$ cat src/rtl/fp_carpma_arb.sv
// fp_carpma_arb: round-robin arbiter sharing one iterative FP multiplier.
// Holds en for MUL_LAT cycles, captures the product and pulses done.
module fp_carpma_arb #(
  parameter int N_REQ   = 4,
  parameter int MUL_LAT = 76,
  parameter int IDW     = 2
) (
  input  logic                 clk_i,
  input  logic                 rst_ni,
  input  logic [N_REQ-1:0]     req_i,
  input  logic [32*N_REQ-1:0]  a_i,
  input  logic [32*N_REQ-1:0]  b_i,
  output logic [N_REQ-1:0]     ack_o,
  output logic [N_REQ-1:0]     done_o,
  output logic [31:0]          sonuc_o,
  output logic [IDW-1:0]       done_id_o,
  output logic                 busy_o,
  output logic                 mul_en_o,
  output logic [31:0]          mul_x1_o,
  output logic [31:0]          mul_x2_o,
  input  logic [31:0]          mul_sonuc_i
);

  localparam int CW = (MUL_LAT > 2) ? $clog2(MUL_LAT) : 1;

  typedef enum logic [1:0] {
    IDLE,
    RUN,
    DONE
  } state_t;

  state_t          state;
  logic [IDW-1:0]  rr_ptr;
  logic [IDW-1:0]  grant_id;
  logic [IDW-1:0]  win;
  logic            hit;
  logic [CW-1:0]   cnt;

  // first requester at or after rr_ptr, wrapping at N_REQ-1
  always_comb begin
    int k;
    hit = 1'b0;
    win = '0;
    k   = int'(rr_ptr);
    for (int i = 0; i < N_REQ; i++) begin
      if (!hit && req_i[k]) begin
        hit = 1'b1;
        win = IDW'(k);
      end
      if (k == N_REQ - 1) k = 0;
      else k = k + 1;
    end
  end

  // grant pulse only while idle and out of reset
  always_comb begin
    ack_o = '0;
    if (state == IDLE && hit && rst_ni)
      ack_o[win] = 1'b1;
  end

  // sequencer: grant, hold multiplier enable, capture, report
  always_ff @(posedge clk_i) begin
    if (!rst_ni) begin
      state     <= IDLE;
      rr_ptr    <= '0;
      grant_id  <= '0;
      cnt       <= '0;
      done_o    <= '0;
      sonuc_o   <= '0;
      done_id_o <= '0;
      busy_o    <= 1'b0;
      mul_en_o  <= 1'b0;
      mul_x1_o  <= '0;
      mul_x2_o  <= '0;
    end else begin
      done_o <= '0;
      unique case (state)
        IDLE: begin
          if (hit) begin
            mul_x1_o <= a_i[32*int'(win) +: 32];
            mul_x2_o <= b_i[32*int'(win) +: 32];
            grant_id <= win;
            rr_ptr   <= (win == IDW'(N_REQ - 1)) ? '0 : win + 1'b1;
            cnt      <= '0;
            mul_en_o <= 1'b1;
            busy_o   <= 1'b1;
            state    <= RUN;
          end
        end
        RUN: begin
          if (cnt == CW'(MUL_LAT - 1)) begin
            sonuc_o          <= mul_sonuc_i;
            done_id_o        <= grant_id;
            done_o[grant_id] <= 1'b1;
            mul_en_o         <= 1'b0;
            state            <= DONE;
          end else begin
            cnt <= cnt + 1'b1;
          end
        end
        DONE: begin
          busy_o <= 1'b0;
          state  <= IDLE;
        end
        default: state <= IDLE;
      endcase
    end
  end

endmodule

$ cat config.mk
export PLATFORM = sky130hd
export DESIGN_NAME = fp_carpma_arb
export DESIGN_NICKNAME = d
export VERILOG_FILES = /design/src/rtl/fp_carpma_arb.sv
export SDC_FILE = /design/constraint.sdc
export NUM_CORES = 1
export LEC_CHECK = 0
export ABC_AREA = 0
export ABC_CLOCK_PERIOD_IN_PS = 4300
export BUFFER_PORTS_ARGS = -buffer_cell sky130_fd_sc_hd__clkbuf_2
export CELL_PAD_IN_SITES_DETAIL_PLACEMENT = 1
export CELL_PAD_IN_SITES_GLOBAL_PLACEMENT = 2
export CORE_MARGIN = 1
export CORE_UTILIZATION = 25
export CTS_CLUSTER_SIZE = 14
export DETAILED_ROUTE_END_ITERATION = 10
export PLACE_DENSITY_LB_ADDON = 0.05
export REMOVE_ABC_BUFFERS = 1
export SETUP_SLACK_MARGIN = 0.4
export SLEW_MARGIN = 5
export SYNTH_ARGS = -nofsm -noshare
export SYNTH_HDL_FRONTEND = slang
export SYNTH_SLANG_ARGS = --single-unit
$ cat constraint.sdc
create_clock -name clk_i -period 4.3 [get_ports clk_i]
set_input_delay 0.215 -clock clk_i [delete_from_list [all_inputs] [get_ports clk_i]]
set_output_delay 0.215 -clock clk_i [all_outputs]
set_load 0.005 [all_outputs]
---- Word level (Yosys, flattened, before mapping) ----
Cells that the tools add are included.
cells by class
  muxes and demuxes ....................... 38
  reduce and logical (&&, ||, !) cells .... 20
  $lt $le $gt $ge ......................... 8
  equal/unequal tests ..................... 10
  add/subtract/negate cells ............... 5
  shifts and indexed selects .............. 2
operators by type and width
  operator               count
  $shiftx 128x8->32      2
  $lt 32x4->1 const B    3
  $add 32x2->32 const B  2
  $eq 32x3->1 const B    2
  $mux 32                2
  $mux 1                 15
  $mux 2                 7
  $mux 7                 2
  $pmux 7 s2             1
  $lt 2x3->1 const B     3
  $reduce_and 3->1       3
  $bmux 1 s2             4
  $reduce_and 2->1       4
  $add 7x1->7 const B    1
  $eq 7x7->1 const B     1
  $logic_and 1x1->1      7
  $ne 2x2->1 const B     3
  $demux 1 s2            2
  $eq 2x1->1 const B     2
  $eq 2x2->1 const B     2
  $ge 2x1->1 const B     2
  $mux 4                 1
  $pmux 1 s2             2
  $pmux 2 s2             1
  other kinds (6)        9
storage, ports and cells
  flip-flop bits (word level) ............. 117
  logic and storage cells ................. 94
  output and inout bits ................... 108
  bits of input ports ..................... 294

---- Logic depth before layout (Yosys ltp) ----
Gate-level depths: netlist (run 1).
  word-level depth ........................ 18
  depth in mapped cells ................... 11
  depth with buffers taken out ............ 9

---- Least setup slack after synthesis (run 1) ----
OpenSTA, ideal clock, no wires.
  kind .................................... register to register
  from .................................... reg rr_ptr[1]
  to ...................................... reg rr_ptr[0]
  data arrival time ....................... 2.515 ns
  clock period less this slack ............ 2.586 ns
  cell stages (with the launch flop) ...... 12
  buffers on the path ..................... 2
  path slack .............................. 1.714 ns
  required time ........................... 4.230 ns
  setup time .............................. 0.070 ns
  path through ............................ dfxtp_1 -> ha_1 -> buf_2 -> inv_1 -> a2111o_1 -> nand3b_1 -> o21a_1 -> buf_2 -> nor2_1 -> ha_1 -> or3_1 -> a21oi_1
between the ends
  cells in the longest elaborated chain, start to end .. 15
  elaborated cells on any way between the ends .. 38
  those cells by class .................... add/sub (4); eq/ne (4); mux (23); reduce/logical (7)
RTL lines
  item                                                                    RTL line  RTL
  start: declaration                                                      33        logic [IDW-1:0] rr_ptr;
  start signal: assignment                                                84        rr_ptr <= (win == IDW'(N_REQ - 1)) ? '0 : win + 1'b1;
  parallel branches: the longest is 15 deep, another holds $add 32x2->32  -
Parallel ways; which one is timed is not known. The select of a mux whose other input is x is not followed.
A chain may end at the register's enable or synchronous reset.

---- Final worst setup path (run 1) ----
  from .................................... reg rr_ptr[0]
  to ...................................... out ack_o[1]
between the ends
  cells in the longest elaborated chain, start to end .. 18
  elaborated cells on any way between the ends .. 42
  those cells by class .................... add/sub (3); order compare (2); eq/ne (3); mux (25); reduce/logical (9)
RTL lines
  item                                                                    RTL line  RTL
  parallel branches: the longest is 17 deep, another holds $add 32x2->32  -
  $mux 4 *                                                                58        if (state == IDLE && hit && rst_ni)
  end: declaration                                                        13        output logic [N_REQ-1:0] ack_o,
Every way passes the cells marked *. The select of a mux whose other input is x is not followed.

==> results of run 1 <==
## final cells by class
| class | count | area (sq um) | share of cell area [%] |
|---|---|---|---|
| inverters | 7 | 26.3 | 0.279 |
| repair buffers | 434 | 2310 | 24.6 |
| well taps | 330 | 413 | 4.39 |
| flip-flops and latches | 117 | 2340 | 24.9 |
| clock buffers | 18 | 439 | 4.67 |
| clock inverters | 14 | 151 | 1.61 |
| multi-input cells | 511 | 3720 | 39.6 |
## cell families (layout without fill, tap and decap cells)
logic type	Yosys count	in the layout
compound gates	193	193
xor+xnor	1	1
fa+ha+maj	3	3
buf+inv	69	473
flops	117	117
mux	137	137
simple gates	177	177
## state kept, by name (all words and copies together), names as in the netlist
name	flops
done_o	4
mul_x2_o	32
busy_o	1
sonuc_o	32
state	2
cnt	7
done_id_o	2
rr_ptr	2
mul_en_o	1
mul_x1_o	32
grant_id	2
## routing by layer
| metal | GRT usage [%] | routed length (um) |
|---|---|---|
| met1 | 23.1 | 10700 |
| met2 | 33.2 | 12300 |
| met3 | 6.61 | 2260 |
| met4 | 4.72 | 278 |
| met5 | 0 | 0 |
## worst register-to-register path, stage by stage (launching register included)
cell and delay, ns:
dfxtp_1 0.42, ha_1 0.59, mux4_2 0.57, a211o_2 0.39
a21oi_4 0.65, buf_12 0.29, nand2_1 0.08, o211ai_1 0.10
## cell usage in the layout (no fill, tap or decap), drive strengths merged, types with 2 or more instances in the layout
| master | Yosys | routed |
|---|---|---|
| a2111o | 2 | 2 |
| a211oi | 2 | 2 |
| a21oi | 45 | 45 |
| a221oi | 18 | 18 |
| and2 | 3 | 3 |
| buf | 35 | 15 |
| bufinv | 0 | 2 |
| clkbuf | 27 | 419 |
| clkinv | 0 | 5 |
| clkinvlp | 0 | 5 |
| dfxtp | 117 | 117 |
| dlygate4sd3 | 0 | 18 |
| ha | 3 | 3 |
| inv | 7 | 9 |
| mux2 | 49 | 49 |
| mux2i | 86 | 86 |
| mux4 | 2 | 2 |
| nand2 | 132 | 132 |
| nand2b | 6 | 6 |
| nand3b | 2 | 2 |
| nor2 | 9 | 9 |
| nor3 | 8 | 8 |
| nor3b | 5 | 5 |
| nor4 | 4 | 4 |
| o211ai | 95 | 95 |
| o21a | 2 | 2 |
| o21ai | 18 | 18 |
| o311ai | 2 | 2 |
| o41ai | 2 | 2 |
| or2 | 2 | 2 |
## power by group through the flow
stage / Sequential [mW] / Clock, mW / Combinational (mW)
2_1_floorplan: 1.61 / 0 / 1.48
3_3_place_gp: 1.50 / 0 / 2.80
3_5_place_dp: 1.50 / 0 / 2.80
4_1_cts: 1.48 / 1.48 / 2.82
5_1_grt: 1.51 / 1.53 / 3.01
6_report: 1.48 / 1.44 / 2.75
## path summary, 6_finish.rpt
path                         from  cells past startpoint  slack [ns]            to
setup / recovery        rr_ptr[0]                      7        0.84      ack_o[1]
hold / removal    mul_sonuc_i[11]                      3        0.02   sonuc_o[11]
setup reg to reg        rr_ptr[0]                      7        1.11  mul_x2_o[19]
hold reg to reg       sonuc_o[14]                      2        0.45   sonuc_o[14]
## per-stage QoR
| step | utilization [%] | power (mW) | area (sq um) | setup WS [ns] |
|---|---|---|---|---|
| 3_3_place_gp | 34.3 | 4.30 | 8640 | 1.19 |
| 5_1_grt | 37.4 | 6.05 | 9410 | 0.667 |
| 6_report | 37.4 | 5.66 | 9410 | 0.844 |
| 2_1_floorplan | - | 3.09 | 6060 | -11.04 |
| 4_1_cts | 37.4 | 5.79 | 9410 | 0.805 |
| 3_5_place_dp | 34.3 | 4.30 | 8640 | 1.12 |
## what timing repair did
item	in CTS	in global routing
endpoints found under the hold margin	18	0
hold buffers	18	0
buffers inserted	0	0
==> results.md, run 1 <==
- The async set or reset register ratio after synthesis is 0%.
- The compound-cell area share of the yosys netlist is 21.9%.
- In this design, the stage delay of the slowest critical-path cell is about 0.6 ns.
- The number of H-tree levels is 4.
- The synthesis-to-finish area growth is 46.4%.
- The clock tree from TritonCTS is done.
- Summed over all nets, the half-perimeter wirelength after detailed placement is 19100 um.
- The buffer cell driving the clock tree root is clkbuf_16.
- The final antenna diode count is 0.
- For this run, design rule violations remaining after detail routing come to 0.
- The number of hold violations in the final report is 0.
- The maximum buffer depth of the clock tree is 2.
- Among all flip-flop cells after synthesis, the most frequent one is dfxtp_1.
- Summing the areas of all xor and xnor instances in the mapped netlist gives 0.136% of the synthesized area.
- Buffers inserted during clock tree synthesis total 17.
- The type of the setup path with the least slack is reg -> out.
- The number of buffer cells added on primary ports is around 400.
- Combinational logic is responsible for 48.5% of the overall power.
- In the synthesized netlist, the cells that appear most often are 131 x nand2_1, 117 x dfxtp_1, 95 x o211ai_1.
- Summing the areas of all and, or, nand and nor instances in the mapped netlist gives roughly an eighth of the synthesized area.
- For this design the ratio of total power to cell area is roughly 600 nW/um^2.
- 402 I/O pins were placed.
- The clock period minus final worst setup slack is 3.46 ns.
- Entering global routing, the biggest net connects 51 pins.
- The fmax is ~290 MHz.
- Counting every sink on the clock net gives 117.
- The later pin in the worst-skew pair is clocked with a latency of 0.42 ns.
- After detailed routing, the average wire length per cell comes to approximately 18 um.
- The post-route clock period utilization is 80.4%.
- The number of pins exceeding their max-slew limit in the final report is 0.
- The biggest area consumer among synthesized cells is dfxtp_1.
- The average instance area after synthesis is around 9.2 sq um.
- Max-cap violations in this run came to 0.
- The clock network is responsible for approximately 25% of the overall power.
- The number of enable-type register cells in the synthesized netlist is 0.
- Counting the fill cells in the layout gives 3066.
- The instance count of the mapped netlist is 697.
- At the pin with the least slew margin, the transition time is 0.784 ns.
- The count of nets after finishing is 1385.
- The floorplan step defined a core boundary enclosing 25200 sq um.
- The maximum vdd ir drop is roughly 0.00038 V.
- Once the clock tree was built, the resizer swapped 0 gates to a different size.
- The kind of capture point of the worst setup path is an output port.
- The number of vias after detailed routing is 6781.
- The arrival time at the worst endpoint is around 3.2 ns.
- In the post-synthesis netlist, the cell with the most instances is nand2_1.
- The fraction of power consumed by sequential logic is 26.1%.
- The analysis attributes to net switching a power of 2.25 mW.
- The main combinational cell family by area after synthesis is multiplexers.
- The die outline height is 162 um.
- Net switching is 39.7% of the power.
- The flow ran to the end, and the final reports show no timing, DRC or antenna violations.
- The weighted congestion at the end of routability-driven global placement is 0.751.
- The number of antenna violations at the first check in global routing was 0.
- The share of the synthesized area in the top cell type is between 30% and 40%.
- The proportion of layout cells with a drive suffix above 1 is between 40 and 50%.
- Walking the worst path, the cells encountered are ha_1, mux4_2, a211oi_1, nor3_2, buf_4, and3b_1, clkbuf_2.
- The die width is 162 um.
- The final cell count without fillers is 1431.
- The starting density of the core is 25.5%.
- Together, buffers and inverters on the worst path number 2.
- The first global-routing pass estimated 39300 um of wire.
- Across every metal layer, demand over resource in global routing totals between 10% and 20%.
- Before antenna repair, the detailed router went through 4 iterations.
- The summed instance area of the synthesized netlist is between 6000 and 7000 sq um.
- The netlist uses 51 different library cells.
- The iteration-0 DRC count of the detailed router is 259.
- By area the synthesized netlist is led by dfxtp_1 36%, mux2i_1 13%, o211ai_1 11%.
- In this run the worst hold path is classified as in -> reg.
- The total overflow reported by the global router is 0.
- Summed over all cells, the static leakage comes to between 4 and 5 nW.
- Headroom to the max-slew limit came out at 47.6%.
- The total number of yosys warnings is 0.
- Setup violations remaining at the end of the flow were counted as 0.
- Summing the sequential cell areas from Yosys gives around 36% of the chip area.
- The biggest fanout along the worst timing path is 50.
- Data on the critical path is required at its endpoint by 4.09 ns.
- Hold timing on the final database bottoms out at a slack of 0.0188 ns.
- On the critical path the largest part of the delay comes from adder cells.
- After synthesis, the share of cell area in mux cells is 22.7%.
- Synthesis inferred approximately 120 register bits.
- The share of synthesized cell area in full adder, half adder and majority cells is less than 1%.
- In this run the remaining antenna-violating nets after routing total 0.
- The total number of placement rows is 58.
- Clock skew on the completed layout was measured at 0.0121 ns.
- The number of placed instances, taps included is 1381.
- The final wirelength is 25500 um.
- Among all stages on the critical path, the largest delay is contributed by ha_1.
- The final total negative setup slack is 0 ns.
- Setup repair after global routing left no endpoint under its margin.
- The worst setup path is launched from a flip-flop.
- The internal power component is 3.42 mW.
- The via-per-instance ratio is about 4.7.
- The die area is 26300 sq um.
- The number of global-route vias before repair is 6942.
- The clock transition time at the flip-flop clock pins of the worst setup and hold paths is 0.06 ns.
Power figures use the tool's default switching activity.
==> run 2: changes to the inputs <==
--- a/config.mk
+++ b/config.mk
@@ -6,12 +6,12 @@
 export NUM_CORES = 1
 export LEC_CHECK = 0
 export ABC_AREA = 0
-export ABC_CLOCK_PERIOD_IN_PS = 4300
+export ABC_CLOCK_PERIOD_IN_PS = 3580
 export BUFFER_PORTS_ARGS = -buffer_cell sky130_fd_sc_hd__clkbuf_2
 export CELL_PAD_IN_SITES_DETAIL_PLACEMENT = 1
 export CELL_PAD_IN_SITES_GLOBAL_PLACEMENT = 2
 export CORE_MARGIN = 1
-export CORE_UTILIZATION = 25
+export CORE_UTILIZATION = 23
 export CTS_CLUSTER_SIZE = 14
 export DETAILED_ROUTE_END_ITERATION = 10
 export PLACE_DENSITY_LB_ADDON = 0.05
==> constraint.sdc (replaced) <==
create_clock -name clk_i -period 3.58 [get_ports clk_i]
set_input_delay 0.179 -clock clk_i [delete_from_list [all_inputs] [get_ports clk_i]]
set_output_delay 0.179 -clock clk_i [all_outputs]
set_load 0.005 [all_outputs]
==> run 2 against run 1 <==
Compared with the run above:
- core utilization shrank 1.7 points
- clock skew grew 0.0047 ns
- critical path depth decreased by 1
- final cell count is 3.8% higher
- clock power is 27% higher
- sequential share of layout area fell by 0.73 points
- worst hold slack improved by 0.054 ns
==> results.md, run 2 (same netlist as run 1, synthesis figures left out) <==
- The fmax is 337 MHz.
- The power share of the clock group is 26.0% (+0.6 points).
- The worst path uses between 80 and 90% of the clock period.
- The number of buffers added by the clock tree synthesis step is 17 (unchanged).
- The number of maximum-capacitance constraint violations is 0 (unchanged).
- The buffer cell driving the clock tree root is clkbuf_16.
- The internal power component came to 4.32 mW (+26%).
- The number of remaining DRC errors is 0 (unchanged).
- The clock transition time at the flip-flop clock pins of the worst setup and hold paths is 0.06 ns (about the same).
- The fraction of power consumed by sequential logic is 25.2% (-0.9 points).
- The worst setup slack for register-to-register paths is 0.77 ns (-0.34 ns).
- The weighted congestion at the end of routability-driven global placement was 0.699 (-7.0%).
- The total global-route track usage is 17.6% (-1.8 points).
- The iteration-0 DRC count of the detailed router is 224 (-14%).
- The flip-flop and latch area is 2340 sq um (+0.11%).
- The number of vias after detailed routing is 6789 (+0.12%).
- The instance area after placement is 8720 sq um (+0.90%).
- The clock sink count is 117 (unchanged).
- The synthesis-to-finish area growth is 51.0%.
- The post-detailed-placement half-perimeter wirelength is 19000 um (-0.41%).
- The final design area excluding fillers is 9710 sq um (+3.2%).
- The critical-path cell with the highest stage delay is mux4_2.
- The final wirelength was 25500 um (-0.18%).
- The power density over the cells is 723 nW/um^2 (+20%).
- The library cell used most frequently in the layout, excluding fill and tap cells, is clkbuf_2.
- The via-per-instance ratio is 4.57 (-3.6%).
- The I/O pin total is 402 (unchanged).
- The die width is 169 um (+4.2%).
- The clock period minus final worst setup slack is 2.96 ns.
- The clock latency of the later-clocked register in the worst-skew pair came to 0.41 ns (about the same).
- The number of pins exceeding their max-slew limit in the final report is 0 (unchanged).
- The reported leakage power is 4.28 nW (+2.5%).
- The maximum buffer depth of the clock tree came to 2 (unchanged).
- The maximum cell stage delay along the critical path is 0.66 ns (+0.07 ns).
- The maximum vdd ir drop came to 0.000503 V (+34%).
- The final cell count without fillers is 1486 (+3.8%).
- The number of H-tree levels is 4 (unchanged).
- The worst setup margin came to 0.617 ns (-0.228 ns).
- The number of nets with antenna violations after routing is 0 (unchanged).
- Traced cell by cell, the critical path runs through mux4_2, a311oi_2, o32ai_4, buf_12, nor4b_1, clkbuf_2.
- The total overflow reported by the global router is 0 (unchanged).
- The largest net degree at the start of global routing came to 74 (+45%).
- TritonCTS built the clock tree.
- The required time reported for the critical path endpoint came to 3.40 ns (-0.69 ns).
- The proportion of layout cells with a drive suffix above 1 is 47.3% (-0.10 points).
- Setup repair after global routing left no endpoint under its margin.
- The total of endpoints with negative setup slack in the final report was 0 (unchanged).
- The worst slack at placement is 0.591 ns (-0.527 ns).
- The worst-margin pin slew is 0.570 ns (-0.214 ns).
- The number of global-route vias before repair came to 7152 (+3.0%).
- The number of buffer cells added on primary ports is 401 (unchanged).
- The starting density of the core came to 23.6% (-1.9 points).
- The die area was 28600 sq um (+8.6%).
- The worst hold path belongs to the class in -> reg.
- The final antenna diode count is 0 (unchanged).
- The share of power burned in combinational logic came to 48.8% (+0.3 points).
- The arrival time at the worst endpoint is 2.78 ns (-0.46 ns).
- The biggest fanout along the worst timing path was 73 (+46%).
- The number of filler cells placed in the layout was 3320 (+8.3%).
- The run finished with clean final reports.
- The die outline height is 169 um (+4.2%).
- The number of placed instances, taps included is 1423 (+3.0%).
- The per-cell routed wire length is 17.1 um (-3.9%).
- The worst relative slew slack is 61.7% (+14 points).
- The largest registers in the layout are mul_x1_o (32), mul_x2_o (32), sonuc_o (32).
- The worst setup path is captured at an output port.
- The final total negative setup slack is 0 ns (unchanged).
- The net switching fraction of the power is 38.5% (-1.2 points).
- The final-layout worst hold slack is 0.0726 ns (+0.0539 ns).
- The count of nets after finishing is 1399 (+1.0%).
- The total number of placement rows is 60 (+3.4%).
- The clock skew after layout is 0.0168 ns (+0.00468 ns).
- The top cell types in the final layout, fill and taps aside, are 401 x clkbuf_2, 131 x nand2_1, 115 x dfxtp_1, 95 x o211ai_1, 86 x mux2i_1.
- The area used by multi-input combinational logic is 3760 sq um (+0.97%).
- The type of the setup path with the least slack is reg -> out.
- The switching power of the nets is 2.70 mW (+20%).
- The final core area utilization is 35.7% (-1.7 points).
- The wire length of the first global-routing pass is 39000 um (-0.68%).
- The number of hold violations in the final report is 0 (unchanged).
- The sort of element at the start of the critical path is a flip-flop.
- The area of the placeable core is 27200 sq um (+7.9%).
- The overall power after layout is 7.02 mW (+24%).
- The number of antenna violations at the first check in global routing is 0 (unchanged).
- The number of detailed-routing iterations run before antenna repair came to 4 (unchanged).
[run 2: layer usage]
metal  vias up  GRT usage [%]  routed length (um)
li1       3394              -                   -
met1      3142           20.8               10900
met2       233           30.9               12600
met3        20           4.69                1540
met4         0           5.52                 471
met5         -              0                   0
[run 2: repair_timing]
item,4_1_cts,5_1_grt
pin swaps,1,0
hold buffers,32,0
cloned,0,0
hold endpoints to repair,32,0
setup endpoints to repair,4,21
setup buffers,0,0
resized for setup,4,7
[run 2: critical path: cells and delay by family (launching register included)]
kind            cells  cell delay, ns
compound gates      2            0.53
buf+inv             2            0.42
flops               1            0.41
mux                 1            0.66
simple gates        1            0.30
[run 2: power groups by stage]
| stage | logic, mW | clock network, mW | registers (mW) |
|---|---|---|---|
| final | 3.42 | 1.83 | 1.77 |
| after detailed placement | 3.42 | 0 | 1.79 |
| after floorplan | 1.76 | 0 | 1.92 |
| after CTS | 3.48 | 1.89 | 1.77 |
| after global placement | 3.43 | 0 | 1.78 |
| after global routing | 3.74 | 1.95 | 1.81 |
[run 2: cell type report]
class	count	share of cell area, %
multi-input combinational	511	38.8
timing repair buffer	448	25.6
sequential	117	24.2
tap	372	4.80
clock buffer	18	4.52
clock inverter	13	1.87
inverter	7	0.271
[run 2: path summary, 6_finish.rpt]
check                                  from           end  depth (start not counted)
worst min-delay path                b_i[88]  mul_x2_o[24]                          3
worst min register to register  sonuc_o[30]   sonuc_o[30]                          2
worst max-delay path              rr_ptr[1]      ack_o[2]                          6
worst max register to register    rr_ptr[1]  mul_x2_o[23]                          6
==> run 3: changes to the inputs <==
--- a/config.mk
+++ b/config.mk
@@ -5,13 +5,13 @@
 export SDC_FILE = /design/constraint.sdc
 export NUM_CORES = 1
 export LEC_CHECK = 0
-export ABC_AREA = 0
-export ABC_CLOCK_PERIOD_IN_PS = 3580
+export ABC_AREA = 1
+export ABC_CLOCK_PERIOD_IN_PS = 2750
 export BUFFER_PORTS_ARGS = -buffer_cell sky130_fd_sc_hd__clkbuf_2
 export CELL_PAD_IN_SITES_DETAIL_PLACEMENT = 1
 export CELL_PAD_IN_SITES_GLOBAL_PLACEMENT = 2
 export CORE_MARGIN = 1
-export CORE_UTILIZATION = 23
+export CORE_UTILIZATION = 21
 export CTS_CLUSTER_SIZE = 14
 export DETAILED_ROUTE_END_ITERATION = 10
 export PLACE_DENSITY_LB_ADDON = 0.05
==> constraint.sdc (replaced) <==
create_clock -name clk_i -period 2.75 [get_ports clk_i]
set_input_delay 0.1375 -clock clk_i [delete_from_list [all_inputs] [get_ports clk_i]]
set_output_delay 0.1375 -clock clk_i [all_outputs]
set_load 0.005 [all_outputs]
==> run 3 against run 2 <==
Compared with the run above:
- global-route usage rose by 3.0 points
- first-iteration DRC count grew 21%
- largest power group unchanged
- clock power up 17%
- critical path type unchanged
- worst hold slack got worse by 0.025 ns
- largest cell class unchanged
- cell area up 21%
==> results.md, run 3 <==
- The flow ran to the end, and the final reports show no timing, DRC or antenna violations.
- The number of pins exceeding their max-slew limit in the final report came to 0 (unchanged).
- For the finished layout, the period the worst path requires is approximately 2.4 ns.
- The proportion of layout cells with a drive suffix above 1 came to 33.8% (-14 points).
- The area of the placeable core is 33700 sq um (+24%).
- The iteration-0 DRC count of the detailed router is 272 (+21%).
- The largest registers in the layout are mul_x1_o (32), mul_x2_o (32), sonuc_o (32).
- The number of antenna violations at the first check in global routing is 8 (+8).
- The worst setup margin came to 0.322 ns (-0.295 ns).
- The maximum vdd ir drop is 0.000531 V (+5.6%).
- The clock skew after layout is 0.0111 ns (-0.00570 ns).
- Sorting the synthesized cells by how often they occur yields 458 x nand2_1, 181 x nand3_1, 117 x dfxtp_1.
- STA classifies the critical path startpoint as a flip-flop.
- The biggest fanout along the worst timing path is 7 (-90%).
- The share of the synthesized area in the top cell type is 32.3% (-4.1 points).
- The top cell types in the final layout, fill and taps aside, are 449 x nand2_1, 397 x clkbuf_2, 171 x nand3_1, 115 x dfxtp_1, 105 x nor2_1.
- The instance count of the mapped netlist was 1218 (+75%).
- The final cell count without fillers is 2125 (+43%).
- The number of remaining DRC errors is 0 (unchanged).
- The power density over the cells is 1290 nW/um^2 (+78%).
- The number of detailed-routing iterations run before antenna repair is 5 (+1).
- The via-per-instance ratio is 4.44 (-2.8%).
- The total number of placement rows was 67 (+12%).
- Timing would allow up to 412 MHz.
- The clock sink count is 117 (unchanged).
- The maximum buffer depth of the clock tree is 2 (unchanged).
- The worst relative slew slack is 64.2% (+2.5 points).
- Traced cell by cell, the critical path runs through ha_4, inv_4, nand3_2, nand2_4, nor2_8, nand2_2, o21ai_2, buf_6, nor2_4, buf_12, inv_8, nor3_2, buf_2.
- The critical-path cell with the highest stage delay is dfxtp_2.
- Setup repair after global routing could not meet its margin everywhere.
- The number of placed instances, taps included is 2009 (+41%).
- The clock transition time at the flip-flop clock pins of the worst setup and hold paths was 0.07 ns (about the same).
- The post-detailed-placement half-perimeter wirelength is 24500 um (+29%).
- The per-cell routed wire length is 18.5 um (+7.6%).
- The total number of yosys warnings is 0 (unchanged).
- The die width is 188 um (+11%).
- By instance count, the leading cell after synthesis is nand2_1.
- The number of nets with antenna violations after routing is 0 (unchanged).
- The overall power after layout is 15.1 mW (+120%).
- The total overflow reported by the global router is 0 (unchanged).
- The buffer cell driving the clock tree root is clkbuf_16.
- The distinct cell type count after synthesis is 33 (-35%).
- The biggest area consumer among synthesized cells is dfxtp_1.
- The number of enable-type register cells in the synthesized netlist came to 0 (unchanged).
- The number of global-route vias before repair is 9628 (+35%).
- The clock tree from TritonCTS is done.
- The synthesis-to-finish area growth is 62.2%.
- The wire length of the first global-routing pass is 55900 um (+43%).
- The most used flip-flop cell after synthesis is dfxtp_1.
- The worst slack at placement was 0.188 ns (-0.402 ns).
- The worst setup path is of the reg -> out kind.
- The sequential-to-total area share from yosys stat is 32.3% (-4.1 points).
- The final wirelength was 39200 um (+54%).
- The final total negative setup slack is 0 ns (unchanged).
- The summed instance area of the synthesized netlist came to 7240 sq um (+13%).
- The total of endpoints with negative setup slack in the final report was 0 (unchanged).
- The I/O pin total was 402 (unchanged).
- The async set or reset register ratio after synthesis came to 0% (unchanged).
- In the post-synthesis netlist, the biggest area contributors are dfxtp_1 32%, nand2_1 24%, nand3_1 13%.
- The number of vias after detailed routing came to 9439 (+39%).
- The clock latency of the later-clocked register in the worst-skew pair was 0.42 ns (about the same).
- The number of H-tree levels came to 4 (unchanged).
- The most common library cell in the layout ignoring fill and taps is nand2_1.
- The number of hold violations in the final report is 0 (unchanged).
- The count of nets after finishing came to 1955 (+40%).
- The required time reported for the critical path endpoint came to 2.61 ns (-0.79 ns).
- The final-layout worst hold slack is 0.0480 ns (-0.0246 ns).
- The total global-route track usage is 20.6% (+3.0 points).
- The worst hold path belongs to the class in -> reg.
- The die area is 35200 sq um (+23%).
- The average instance area after synthesis is 5.95 sq um (-35%).
- The arrival time at the worst endpoint is 2.29 ns (-0.49 ns).
- The worst-margin pin slew is 0.537 ns (-0.0330 ns).
- The number of synthesized register bits is 117 (unchanged).
- The starting density of the core was 21.5% (-2.1 points).
- The number of buffer cells added on primary ports is 401 (unchanged).
- The maximum cell stage delay along the critical path is 0.34 ns (-0.32 ns).
- The number of maximum-capacitance constraint violations is 0 (unchanged).
- The post-route clock period utilization is 88.3%.
- The largest net degree at the start of global routing came to 112 (+51%).
- The die outline height is 188 um (+11%).
- The reported leakage power was 6.57 nW (+54%).
- The number of buffers added by the clock tree synthesis step is 17 (unchanged).
- The kind of capture point of the worst setup path is an output port.
- The weighted congestion at the end of routability-driven global placement came to 0.756 (+8.2%).
[run 3: cell count changes in the layout (fill, tap and decap cells not counted), moves of 34 or more]
cell,previous run,this run
nand2_1,131,449
mux2_2,49,0
o211ai_1,95,1
nand3_1,0,171
mux2i_1,86,0
inv_1,6,98
a21oi_1,42,8
nand3b_1,2,47
nor2_1,9,105
[run 3: final timing paths]
kind | startpoint | endpoint | slack (ns) | depth (start not counted)
max | rr_ptr[1] | ack_o[2] | 0.32 | 13
min | b_i[59] | mul_x2_o[27] | 0.05 | 5
max reg2reg | rr_ptr[1] | mul_x2_o[29] | 0.49 | 15
min reg2reg | mul_x1_o[21] | mul_x1_o[21] | 0.45 | 2
[run 3: timing repair]
item	CTS	global route
resized for setup	49	32
buffers inserted	20	5
setup endpoints to repair	70	68
cloned	8	13
endpoints found under the hold margin	32	0
hold buffers	32	0
pin swaps	19	12
[run 3: area by class of cell]
type	instances	area [sq um]
diodes	6	15.0
clock buffers	18	429
clock inverters	14	118
fillers	4408	22000
inverters	110	427
multi-input cells	909	4320
flip-flops and latches	117	2340
well taps	448	561
repair buffers	503	3540
[run 3: power by group]
part | switching, mW | leakage (nW) | internal, mW | total (mW)
Combinational | 6.18 | 5.35 | 4.53 | 10.7
Sequential | 0.188 | 0.958 | 2.05 | 2.24
Clock | 0.972 | 0.255 | 1.18 | 2.15
Total | 7.34 | 6.57 | 7.76 | 15.1
[run 3: critical path: cells and delay by family, from the launching register on]
kind            cells  cell delay, ns
compound gates      1            0.17
fa+ha+maj           1            0.32
buf+inv             5            0.53
flops               1            0.34
simple gates        6            0.49
[run 3: per-stage QoR]
stage / instance area (sq um) / util, %
after global placement: 9780 / 29.0
after floorplan: 6830 / -
after CTS: 11200 / 33.4
after detailed placement: 9780 / 29.0
final: 11700 / 34.9
after global routing: 11700 / 34.9
[run 3: logic make-up after synthesis]
| group | synth area share [%] |
|---|---|
| buffers and inverters | 11.4 |
| flip-flops | 32.3 |
| AO/OA/AOI/OAI | 4.63 |
| XOR/XNOR | 0.242 |
| adder cells (fa/ha/maj) | 0.518 |
| AND/OR/NAND/NOR | 50.8 |
[run 3: metal layers]
layer  up-vias  global-route usage (%)  part of all wire (%)
li1       4744                       -                     -
met1      4394                    24.5                    44
met2       265                    35.8                    48
met3        32                    6.25                   6.1
met4         4                    5.41                   1.4
met5         -                       0                 0.066
